### src/rtl/reg_wb_sched.sv
// Write-back scheduler and scoreboard for the 32x32 register file.
// Arbitrates the single write port between the ALU and LSU result
// sources. Tracks which destination registers are still in flight and
// stalls issue on RAW/WAW hazards. Register x0 is never tracked.
module reg_wb_sched #(
    parameter int XLEN  = 32,
    parameter bit RR_EN = 1'b1
) (
    input  logic            clk,
    input  logic            rst,
    input  logic            iss_valid,
    input  logic [4:0]      iss_rd,
    input  logic [4:0]      iss_rs1,
    input  logic [4:0]      iss_rs2,
    output logic            iss_stall,
    input  logic            alu_valid,
    input  logic [4:0]      alu_rd,
    input  logic [XLEN-1:0] alu_data,
    output logic            alu_ready,
    input  logic            lsu_valid,
    input  logic [4:0]      lsu_rd,
    input  logic [XLEN-1:0] lsu_data,
    output logic            lsu_ready,
    output logic            wb_we,
    output logic [4:0]      wb_addr,
    output logic [XLEN-1:0] wb_data,
    output logic [5:0]      busy_cnt,
    output logic            orphan_err
);

    logic [31:0]     busy_reg;
    logic [31:0]     busy_next;
    logic [31:0]     set_vec;
    logic [31:0]     clr_vec;
    logic [5:0]      busy_cnt_reg;
    logic [5:0]      busy_cnt_next;
    logic            wb_we_reg;
    logic [4:0]      wb_addr_reg;
    logic [XLEN-1:0] wb_data_reg;
    logic            orphan_reg;
    logic            last_lsu_reg;   // 1 = LSU received the most recent grant

    logic            hit_rs1;
    logic            hit_rs2;
    logic            hit_rd;
    logic            accept;
    logic            alu_wins;
    logic            gnt_alu;
    logic            gnt_lsu;
    logic            gnt_any;
    logic [4:0]      rd_g;
    logic [XLEN-1:0] data_g;
    logic            orphan_hit;
    logic            cnt_inc;
    logic            cnt_dec;

    // Hazard detection: a busy non-zero register blocks issue
    assign hit_rs1   = (iss_rs1 != 5'd0) & busy_reg[iss_rs1];
    assign hit_rs2   = (iss_rs2 != 5'd0) & busy_reg[iss_rs2];
    assign hit_rd    = (iss_rd  != 5'd0) & busy_reg[iss_rd];
    assign iss_stall = iss_valid & (hit_rs1 | hit_rs2 | hit_rd);
    assign accept    = iss_valid & ~iss_stall & ~rst;

    // Arbitration: under contention, round-robin hands the grant to the
    // source that was not served last; fixed priority always picks the LSU
    assign alu_wins  = RR_EN ? last_lsu_reg : 1'b0;
    assign gnt_alu   = ~rst & alu_valid & (~lsu_valid | alu_wins);
    assign gnt_lsu   = ~rst & lsu_valid & (~alu_valid | ~alu_wins);
    assign gnt_any   = gnt_alu | gnt_lsu;
    assign alu_ready = gnt_alu;
    assign lsu_ready = gnt_lsu;
    assign rd_g      = gnt_lsu ? lsu_rd   : alu_rd;
    assign data_g    = gnt_lsu ? lsu_data : alu_data;

    assign orphan_hit = gnt_any & (rd_g != 5'd0) & ~busy_reg[rd_g];

    // Per-register set/clear; a set on the same edge as a clear wins
    generate
        for (genvar gi = 0; gi < 32; gi++) begin : g_busy
            if (gi == 0) begin : g_x0
                assign set_vec[gi]   = 1'b0;
                assign clr_vec[gi]   = 1'b0;
                assign busy_next[gi] = 1'b0;
            end else begin : g_xn
                assign set_vec[gi]   = accept & (iss_rd == 5'(gi));
                assign clr_vec[gi]   = wb_we_reg & (wb_addr_reg == 5'(gi));
                assign busy_next[gi] = set_vec[gi] | (busy_reg[gi] & ~clr_vec[gi]);
            end
        end
    endgenerate

    // Counter tracks the popcount incrementally: count only real transitions
    assign cnt_inc       = |(set_vec & ~busy_reg);
    assign cnt_dec       = |(clr_vec & busy_reg & ~set_vec);
    assign busy_cnt_next = busy_cnt_reg + {5'd0, cnt_inc} - {5'd0, cnt_dec};

    // Scoreboard, write-back register stage, arbiter history and error flag
    always_ff @(posedge clk) begin
        if (rst) begin
            busy_reg     <= '0;
            busy_cnt_reg <= '0;
            wb_we_reg    <= 1'b0;
            wb_addr_reg  <= '0;
            wb_data_reg  <= '0;
            orphan_reg   <= 1'b0;
            last_lsu_reg <= 1'b1;
        end else begin
            busy_reg     <= busy_next;
            busy_cnt_reg <= busy_cnt_next;
            if (gnt_any) begin
                wb_we_reg    <= (rd_g != 5'd0);
                wb_addr_reg  <= rd_g;
                wb_data_reg  <= data_g;
                last_lsu_reg <= gnt_lsu;
            end else begin
                wb_we_reg    <= 1'b0;
            end
            if (orphan_hit) begin
                orphan_reg <= 1'b1;
            end
        end
    end

    assign wb_we      = wb_we_reg;
    assign wb_addr    = wb_addr_reg;
    assign wb_data    = wb_data_reg;
    assign busy_cnt   = busy_cnt_reg;
    assign orphan_err = orphan_reg;

endmodule

### config.mk
export PLATFORM = sky130hd
export DESIGN_NAME = reg_wb_sched
export DESIGN_NICKNAME = d
export VERILOG_FILES = /design/src/rtl/reg_wb_sched.sv
export SDC_FILE = /design/constraint.sdc
export NUM_CORES = 1
export LEC_CHECK = 0
export BUFFER_PORTS_ARGS = -buffer_cell sky130_fd_sc_hd__buf_2
export CAP_MARGIN = 20
export CORE_MARGIN = 2
export CORE_UTILIZATION = 35
export DETAILED_ROUTE_END_ITERATION = 12
export PLACE_DENSITY = 0.69
export SYNTH_ARGS = -nofsm -noshare
export SYNTH_HDL_FRONTEND = slang
export SYNTH_SLANG_ARGS = --single-unit
### constraint.sdc
create_clock -name clk -period 5.6 [get_ports clk]
set_clock_uncertainty 0.1 [all_clocks]
set_input_delay 1.12 -clock clk [delete_from_list [all_inputs] [get_ports clk]]
set_output_delay 1.12 -clock clk [all_outputs]
set_load 0.005 [all_outputs]
==> metrics.md, run 1 <==
| Metric | Value |
|---|---|
| Worst-case reg-to-reg path depth | 14 |
| Leakage Power | 0.00240 uW |
| Worst slew pin tran | between 0.9 and 1 ns |
| TritonCTS clock tree | built |
| WL/cell | roughly 19 microns |
| Gr ovfl total | 0 |
| CTS H-Tree Depth | 3 |
| Worst path top cell family by delay | adder cells |
| Clk pin slew, worst setup/hold paths | around 0.06 ns |
| Die area | 0.0151 sq mm |
| P per Cell Area | between 200 and 300 mW/mm^2 |
| Via count | 4,921 |
| Layout cells sized above 1 | ~29% |
| Max-slew violations | 0 |
| Gpl congestion | about 0.9 |
| Post-Place Cells | roughly 840 |
| Max reg flops | 32 |
| Syn-to-layout area delta | 23.1% |
| Mean post-synth cell area | about 9 sq um |
| Core Box Area | between 0.01 and 0.015 sq mm |
| RSZ-0062 raised after global routing | no |
| Req. time, crit path | 5.72 ns |
| EDFF count, synth | 0 |
| Count leader, synth | dfxtp_1 |
| Total CTS buffers | 9 |
| Vias in the first global route | 4,750 |
| Worst hold path class | flop to flop |
| Hold Path Cell Cnt | 2 |
| I/O Pins | 142 |
| Reg-to-Reg Start | busy_reg[27] |
| Total track usage | roughly 22% |
| Reg area | 0.00154 sq mm |
| Die W | 123 microns |
| Syn nets | approximately 650 |
| Final HPWL DP | 11,600 microns |
| Reg2reg end | busy_cnt[4] |
| Synth warn | 0 |
| Total negative slack | 0 ns |
| Multi-input logic area | ~0.0032 sq mm |
| Fin. Hold Viols | 0 |
| Final cycle utilization of the critical path | roughly four fifths |
| Routed WL | about 16,000 microns |
| Resize count post-CTS | 0 |
| Die Y | 123 microns |
| Worst rel slew slack | between 30% and 40% |
| Finished Layout Cells | 854 |
| Setup crit start kind | primary input |
| Dominant cell type by area after synthesis | dfxtp_1 |
| FF+latch count, synth | 77 |
| R2r setup slk | roughly 1.8 ns |
| VDD IR max | between 0.1 and 0.15 mV |
| Port-buffer cells | roughly 140 |
| Worst setup path class | primary input to flop |
| Worst skew pair latency | 0.34 ns |
| Hold_sp | alu_wins |
| DRT iter0 DRCs | 413 |
| Unique masters post-synth | slightly above 60 |
| Antenna viol nets, final | 0 |
| Main area contributors after synthesis | dfxtp_1, mux4_2, mux2i_1 |
| Buffers and inverters on the worst path | 2 |
| # diodes | 0 |
| Crit. End Element | flop |
| Drt first pass iters | 7 |
| Postcts setup bufs | 0 |
| Nets | roughly 770 |
| Detailed-route vias per instance | 5.76 |
| Post-synth top cells | dfxtp_1, nor2_1, mux2i_1, nand2_1, a211oi_1 |
| Rows | 43 |
| Min Tclk post-route | ~4.4 ns |
| Synthesized instance count | 552 |
| Largest net degree at the start of global routing | between 70 and 80 |
| Critical path's slowest cell | mux4_2 |
| Synthesized area | between 0.004 and 0.005 sq mm |
| Critical path, cell by cell | buf_2 -> mux4_2 -> mux2_2 -> a311o_1 -> nor3_4 -> o211ai_1 -> ha_1 -> inv_1 -> ha_1 -> fa_1 -> a21oi_1 -> nor2_1 -> nor2_1 -> xor2_1 -> nor2_1 |
| FFs w/ async S/R, synth | 0% |
| First-pass GRT wire length | between 20,000 and 30,000 microns |
| Initial Util | 35.7% |
| Peak Freq | approximately 0.23 GHz |
| Post-CTS Hold Fix Bufs | 0 |
| Fillers | around 1,400 |
| Initial antenna violation count | 0 |
| Outcome | completed |
| Crit-path max cell delay | 0.53 ns |
| Sequential fraction of the synthesis area | a little under a third |
| Critical path's most frequent cell | nor2_1 |
| Critical Path AT | roughly 4.6 ns |
| Clk sinks | 77 |
| Clk buf depth | 2 |
| Root Driver | clkbuf_16 |
| Max Cap Viol | 0 |
| DRC | 0 |
| Synth Flop Type | dfxtp_1 |
| Top-area cell type share of the netlist area | between 30% and 40% |
| Setup violators final | 0 |
| CP max FO | 8 |
| Hold EP | alu_wins |
==> tightest hold or removal path: stages, from the launching register on <==
cell      delay [ns]
dfxtp_1         0.32
nor2_1          0.10
o21bai_1        0.06
==> stage by stage <==
step                      setup slack, ns  util [%]  power, uW  hold slack, ns  instance area, sq um
after floorplan                      1.17         -        868           0.391                  4960
after global placement              0.894      41.5        993           0.417                  5760
after detailed placement            0.817      41.6        996           0.418                  5770
after CTS                            1.16      44.0       1650           0.429                  6100
after global routing                0.906      44.0       1720           0.472                  6100
final                                1.16      44.0       1630           0.430                  6100
==> placed cells by master, fill, tap and decap left out, drive strengths merged, types with 3 or more instances in the layout <==
cell     Yosys  layout
nor3b        7       7
mux2i       46      46
nand3       16      16
xnor2        3       3
nand3b      34      34
ha           6       6
o31ai       20      20
a222oi       4       4
and2         3       3
a21oi        9       9
nand2b      11      11
nor2b        9       9
a22oi        6       6
a211oi      40      40
a2111oi      3       3
or3b         4       4
o21ai       18      18
nor2        54      54
nor3         4       4
o2111ai      4       4
inv         12      12
mux4        21      21
buf         13     147
and3         7       7
nand2       47      47
o211ai       3       3
mux2         6       6
dfxtp       77      77
a311oi       3       3
clkbuf      27      12
nand4        5       5
==> metal layers <==
layer,track usage [%],part of all wire [%],up-vias,wire length (microns)
met1,30.2,42,2267,6870
li1,-,-,2334,-
met2,34.3,45,283,7300
met4,9.45,2.5,0,397
met5,0,0,-,0
met3,4.57,10,37,1640
==> area by class of cell <==
type,count,share of cell area [%]
Clock buffer,12,4.37
Multi-Input combinational cell,422,52.5
Tap cell,180,3.69
Timing Repair Buffer,147,12.3
Sequential cell,77,25.3
Inverter,13,0.800
Clock inverter,3,1.11
==> cell families (layout without fill, tap and decap cells) <==
kind of cell    after synthesis  count (layout)  synth area share [%]
compound gates              131             131                  19.4
xor+xnor                      5               5                 0.884
fa+ha+maj                     7               7                  1.92
buf+inv                      53             175                  4.29
flops                        77              77                  31.1
mux                          73              73                  20.2
simple gates                206             206                  22.2
==> worst max path at each step <==
stage	from	endpoint	slack, ns	cells past startpoint
detailed placement	iss_rs1[0]	busy_cnt[4]	0.82	15
global placement	iss_rs1[0]	busy_cnt[4]	0.89	15
CTS	iss_rs1[0]	busy_cnt[4]	1.16	15
global route	iss_rd[0]	busy_cnt[4]	0.91	16
floorplan	iss_rs1[0]	busy_cnt[4]	1.17	15
finish	iss_rs1[0]	busy_cnt[4]	1.16	15
==> power by group <==
part | internal [uW] | switching, uW
sequential | 590 | 37.0
combinational | 167 | 190
clock | 424 | 222
total | 1180 | 450
Power figures use the tool's default switching activity.
==> inputs of run 2 (changes only) <==
- clock period: 5.6 -> 4.5 ns (I/O delays scaled with it)
==> metrics.md, run 2 (synthesized netlist as in run 1, its figures left out) <==
| Metric | Value |
|---|---|
| Final HPWL DP | 11,700 microns (+1.2%) |
| Final cycle utilization of the critical path | around nine tenths |
| Worst slew pin tran | 0.782 ns (-0.202 ns) |
| Vias in the first global route | 4,723 (-0.57%) |
| Crit-path max cell delay | 0.54 ns (about the same) |
| TritonCTS clock tree | built |
| Setup crit start kind | primary input |
| Die area | 0.0151 sq mm (unchanged) |
| Min Tclk post-route | 4.03 ns |
| Reg2reg end | busy_cnt[4] |
| Root Driver | clkbuf_16 |
| Rows | 43 (unchanged) |
| Via count | 4,991 (+1.4%) |
| Setup violators final | 0 (unchanged) |
| Commonest non-fill, non-tap cell in the layout | buf_2 |
| Post-CTS Hold Fix Bufs | 0 (unchanged) |
| CTS H-Tree Depth | 3 (unchanged) |
| Worst-case reg-to-reg path depth | 14 (unchanged) |
| Detailed-route vias per instance | 5.78 (+0.36%) |
| Initial Util | 35.7% (unchanged) |
| Critical Path AT | 4.14 ns (-0.41 ns) |
| First-pass GRT wire length | 25,500 microns (-1.4%) |
| Combinational Power Share | 22.3% (+0.4 points) |
| Clk sinks | 77 (unchanged) |
| Critical path, cell by cell | buf_2 -> mux4_2 -> mux2_2 -> nand3b_1 -> nand4_1 -> nor3_4 -> o211ai_1 -> ha_1 -> inv_1 -> ha_1 -> fa_1 -> a21oi_1 -> nor2_1 -> nor2_1 -> xor2_1 -> nor2_1 |
| Postcts setup bufs | 0 (unchanged) |
| Worst skew pair latency | 0.34 ns (about the same) |
| Worst hold path class | flop to flop |
| Resize count post-CTS | 0 (unchanged) |
| Nets | 779 (+1.0%) |
| Largest net degree at the start of global routing | 71 (unchanged) |
| DRT iter0 DRCs | 409 (-0.97%) |
| Gpl congestion | 0.942 (+2.2%) |
| Worst rel slew slack | 46.4% (+12 points) |
| WL/cell | 19.0 microns (about the same) |
| Peak Freq | 0.248 GHz |
| Initial antenna violation count | 0 (unchanged) |
| Critical path's most frequent cell | nor2_1 |
| Commonest cells after routing, fill and taps aside | buf_2, dfxtp_1, nor2_1 |
| CP max FO | 12 (+4) |
| Routed WL | 16,400 microns (+1.0%) |
| Drt first pass iters | 8 (+1) |
| VDD IR max | 0.200 mV (+62%) |
| Total negative slack | 0 ns (unchanged) |
| Crit. End Element | flop |
| Hold Path Cell Cnt | 2 (unchanged) |
| Clk pwr share | 40.3% (+0.7 points) |
| Hold EP | alu_wins |
| Gr ovfl total | 0 (unchanged) |
| Req. time, crit path | 4.62 ns (-1.10 ns) |
| Fin. Hold Viols | 0 (unchanged) |
| Reg power frac | 37.4% (-1.1 points) |
| Clk pin slew, worst setup/hold paths | 0.07 ns (about the same) |
| Clk buf depth | 2 (unchanged) |
| Leakage Power | 0.00244 uW (+1.8%) |
| Final core occ | 44.5% (+0.50 points) |
| P per Cell Area | 335 mW/mm^2 (+25%) |
| Worst setup path class | primary input to flop |
| Critical path's slowest cell | mux4_2 |
| Layout cells sized above 1 | 29.7% (+0.79 points) |
| Outcome | completed |
| Max Cap Viol | 0 (unchanged) |
| Total CTS buffers | 9 (unchanged) |
| Total track usage | 21.9% (-0.32 points) |
| DRC | 0 (unchanged) |
| Die W | 123 microns (unchanged) |
| Reg-to-Reg Start | busy_reg[27] |
| Switching pwr | 579 uW (+29%) |
| Pint | 1490 uW (+26%) |
| Max-slew violations | 0 (unchanged) |
| Port-buffer cells | 141 (unchanged) |
| Antenna viol nets, final | 0 (unchanged) |
| Die Y | 123 microns (unchanged) |
| I/O Pins | 142 (unchanged) |
| Max reg flops | 32 (unchanged) |
| # diodes | 0 (unchanged) |
| RSZ-0062 raised after global routing | no |
| Hold_sp | alu_wins |
| Worst Hold Margin | 0.431 ns (+0.00175 ns) |
| R2r setup slk | 0.90 ns (-0.94 ns) |
| Sw Ratio | 28.0% (+0.40 points) |
| Core Box Area | 0.0139 sq mm (unchanged) |
| Syn-to-layout area delta | 24.5% |
[run 2: cell count changes in the layout (fill, tap and decap cells not counted)]
cell / before / now
clkinv_4: 0 / 1
clkbuf_8: 3 / 0
clkinv_2: 0 / 1
bufinv_16: 2 / 3
clkbuf_1: 0 / 1
buf_4: 5 / 14
buf_2: 142 / 141
[run 2: how the worst max path moves through the flow]
stage                          start          end  slack, ns  depth (start not counted)
after global routing       iss_rd[0]  busy_cnt[4]       0.26                         16
after detailed placement   iss_rd[0]  busy_cnt[4]       0.11                         16
after floorplan           iss_rs1[0]  busy_cnt[4]       0.29                         15
after global placement     iss_rd[0]  busy_cnt[4]       0.14                         16
after CTS                  iss_rd[0]  busy_cnt[4]       0.46                         16
final                      iss_rd[0]  busy_cnt[4]       0.47                         16
[run 2: final cells by class]
cell class                 count  area (sq um)
inverter                      13          48.8
sequential                    77          1540
clock inverter                 6           111
tap                          180           225
multi-input combinational    422          3200
clock buffer                  10           229
fill                        1411          7710
timing repair buffer         155           811
[run 2: power groups by stage]
stage	logic (uW)	registers (uW)	clock network (uW)
floorplan	297	783	0
finish	461	773	834
global route	515	779	876
CTS	462	772	845
detailed placement	459	785	0
global placement	456	787	0
[run 2: metrics by stage]
| stage | cells | instance area [sq um] | worst slack [ns] | total power (uW) |
|---|---|---|---|---|
| finish | 863 | 6170 | 0.474 | 2070 |
| floorplan | 552 | 4960 | 0.285 | 1080 |
| CTS | 863 | 6170 | 0.465 | 2080 |
| detailed placement | 847 | 5830 | 0.114 | 1240 |
| global route | 863 | 6170 | 0.258 | 2170 |
| global placement | 847 | 5830 | 0.137 | 1240 |
[run 2: per-layer routing]
layer  wire length (microns)  vias up  global-route usage, %  share of wire [%]
met2                    7350      314                   34.8                 45
met5                       0        -                      0                  0
met1                    6750     2285                   28.3                 41
li1                        -     2355                      -                  -
met3                    1810       37                   5.26                 11
met4                     446        0                   9.80                2.7
[run 2: critical path, delay by kind of cell]
kind | cells | cell delay, ns
xor+xnor | 1 | 0.15
fa+ha+maj | 3 | 0.95
buf+inv | 2 | 0.32
compound gates | 2 | 0.33
mux | 2 | 0.81
simple gates | 6 | 0.68
==> inputs of run 3 (changes only) <==
- CELL_PAD_IN_SITES_DETAIL_PLACEMENT: unset -> 0
- CELL_PAD_IN_SITES_GLOBAL_PLACEMENT: unset -> 1
- PLACE_DENSITY: 0.69 -> 0.85
==> metrics.md, run 3 (synthesized netlist as in run 1, its figures left out) <==
| Metric | Value |
|---|---|
| DRT iter0 DRCs | 432 (+5.6%) |
| TritonCTS clock tree | built |
| Clk buf depth | 2 (unchanged) |
| Rows | 43 (unchanged) |
| Resize count post-CTS | 0 (unchanged) |
| Setup crit start kind | primary input |
| Met2 Use GR | 37.2% (+2.4 points) |
| PnR Total Power | 1950 uW (-5.6%) |
| Clk sinks | 77 (unchanged) |
| Detailed-route vias per instance | 5.80 (+0.34%) |
| RSZ-0062 raised after global routing | no |
| Core Box Area | 0.0139 sq mm (unchanged) |
| Commonest non-fill, non-tap cell in the layout | buf_2 |
| Nets | 777 (-0.26%) |
| I/O Pins | 142 (unchanged) |
| Total negative slack | 0 ns (unchanged) |
| Reg power frac | 39.9% (+2.5 points) |
| Met3 usage | 5.95% (+0.69 points) |
| Switching pwr | 556 uW (-3.9%) |
| Post-Place Cells | 845 (-0.24%) |
| Critical path's slowest cell | mux4_2 |
| CP max FO | 12 (unchanged) |
| DRC | 0 (unchanged) |
| Worst rel slew slack | 49.8% (+3.4 points) |
| Worst path top cell family by delay | adder cells |
| VDD IR max | 0.199 mV (-0.33%) |
| Buffers and inverters on the worst path | 2 (unchanged) |
| First-pass GRT wire length | 26,600 microns (+4.2%) |
| Total CTS buffers | 9 (unchanged) |
| Post-CTS Hold Fix Bufs | 0 (unchanged) |
| Layout cells sized above 1 | 29.4% (-0.37 points) |
| Vias in the first global route | 4,918 (+4.1%) |
| Fin. Hold Viols | 0 (unchanged) |
| Met1 Use GR | 29.4% (+1.1 points) |
| Clk pin slew, worst setup/hold paths | 0.06 ns (about the same) |
| Multi-input logic area | 0.00320 sq mm (unchanged) |
| Outcome | completed |
| Critical Path AT | 4.20 ns (+0.06 ns) |
| Postcts setup bufs | 0 (unchanged) |
| Gpl congestion | 0.919 (-2.4%) |
| Die Y | 123 microns (unchanged) |
| Initial antenna violation count | 0 (unchanged) |
| Crit-path max cell delay | 0.54 ns (about the same) |
| Setup violators final | 0 (unchanged) |
| Finished Layout Cells | 858 (-0.58%) |
| Max Cap Viol | 0 (unchanged) |
| Largest net degree at the start of global routing | 71 (unchanged) |
| Clk pwr share | 36.8% (-3.5 points) |
| WL/cell | 19.6 microns (+3.2%) |
| Total track usage | 22.9% (+0.97 points) |
| Via count | 4,979 (-0.24%) |
| # diodes | 0 (unchanged) |
| Max-slew violations | 0 (unchanged) |
| Port-buffer cells | 141 (unchanged) |
| Req. time, crit path | 4.61 ns (about the same) |
| Worst setup path class | primary input to flop |
| Final HPWL DP | 12,200 microns (+3.8%) |
| Root Driver | clkbuf_16 |
| Commonest cells after routing, fill and taps aside | buf_2, dfxtp_1, nor2_1 |
| Die area | 0.0151 sq mm (unchanged) |
| Worst Hold Margin | 0.448 ns (+0.0162 ns) |
| Syn-to-layout area delta | 23.2% |
| Sw Ratio | 28.5% (+0.51 points) |
| Routed WL | 16,800 microns (+2.6%) |
| Critical path, cell by cell | buf_2 -> mux4_2 -> mux2_2 -> nand3b_1 -> nand4_1 -> nor3_4 -> o211ai_1 -> ha_1 -> inv_1 -> ha_1 -> fa_1 -> a21oi_1 -> nor2_1 -> nor2_1 -> xor2_1 -> nor2_1 |
| Die W | 123 microns (unchanged) |
| Worst hold path class | flop to flop |
| Final cycle utilization of the critical path | 91.0% (+1.5 points) |
| P per Cell Area | 320 mW/mm^2 (-4.6%) |
| Combinational Power Share | 23.3% (+1.0 points) |
| Antenna viol nets, final | 0 (unchanged) |
| Reg area | 0.00154 sq mm (unchanged) |
| Fillers | 1,371 (-2.8%) |
| Worst slew pin tran | 0.750 ns (-0.0315 ns) |
| Peak Freq | 0.244 GHz (-1.7%) |
| CTS H-Tree Depth | 3 (unchanged) |
| Final core occ | 44.0% (-0.49 points) |
| Max reg flops | 32 (unchanged) |
| Pint | 1400 uW (-6.3%) |
| Critical path's most frequent cell | nor2_1 |
| Drt first pass iters | 5 (-3) |
| Crit. End Element | flop |
| Min Tclk post-route | 4.10 ns (+0.0694 ns) |
| Leakage Power | 0.00241 uW (-1.2%) |
| Most Used Layer, Global Route | met2 |
| Gr ovfl total | 0 (unchanged) |
| Initial Util | 35.7% (unchanged) |
| Worst skew pair latency | 0.34 ns (about the same) |
run 3: changes by cell type in the layout (fill, tap and decap cells not counted), sizes merged:
cell	before	now
buf	155	153
bufinv	3	1
clkbuf	10	11
clkinv	3	2
clkinvlp	1	0
run 3: through the flow:
stage | worst slack, ns | instance area, sq um
CTS | 0.399 | 6100
global placement | 0.135 | 5820
detailed placement | 0.0498 | 5820
global route | 0.165 | 6100
finish | 0.405 | 6100
floorplan | 0.285 | 4960
run 3: layout make-up:
| class | count | share of cell area (%) |
|---|---|---|
| timing repair buffer | 153 | 13.0 |
| clock inverter | 2 | 0.574 |
| multi-input combinational | 422 | 52.5 |
| sequential | 77 | 25.3 |
| tap | 180 | 3.69 |
| inverter | 13 | 0.800 |
| clock buffer | 11 | 4.14 |
run 3: path summary, 6_finish.rpt:
| check | start | end | slack [ns] | cells past startpoint |
|---|---|---|---|---|
| worst min register to register | alu_wins | alu_wins | 0.45 | 2 |
| worst max-delay path | iss_rd[0] | busy_cnt[4] | 0.40 | 16 |
| worst max register to register | busy_reg[27] | busy_cnt[4] | 0.84 | 14 |
| worst min-delay path | alu_wins | alu_wins | 0.45 | 2 |
run 3: power by group through the flow:
stage	sequential [uW]	clock, uW	combinational (uW)
6_report	778	718	455
5_1_grt	784	757	511
4_1_cts	778	728	458
3_5_place_dp	790	0	456
3_3_place_gp	790	0	445
2_1_floorplan	783	0	297
run 3: per-layer routing:
layer  up-vias  routed length, microns
li1       2350                       -
met1      2325                    7100
met2       271                    7610
met3        33                    1660
met4         0                     411
met5         -                       0
run 3: tightest hold or removal path: stages, from the launching register on:
cell      delay (ns)
dfxtp_1         0.32
nor2_1          0.10
o21bai_1        0.07
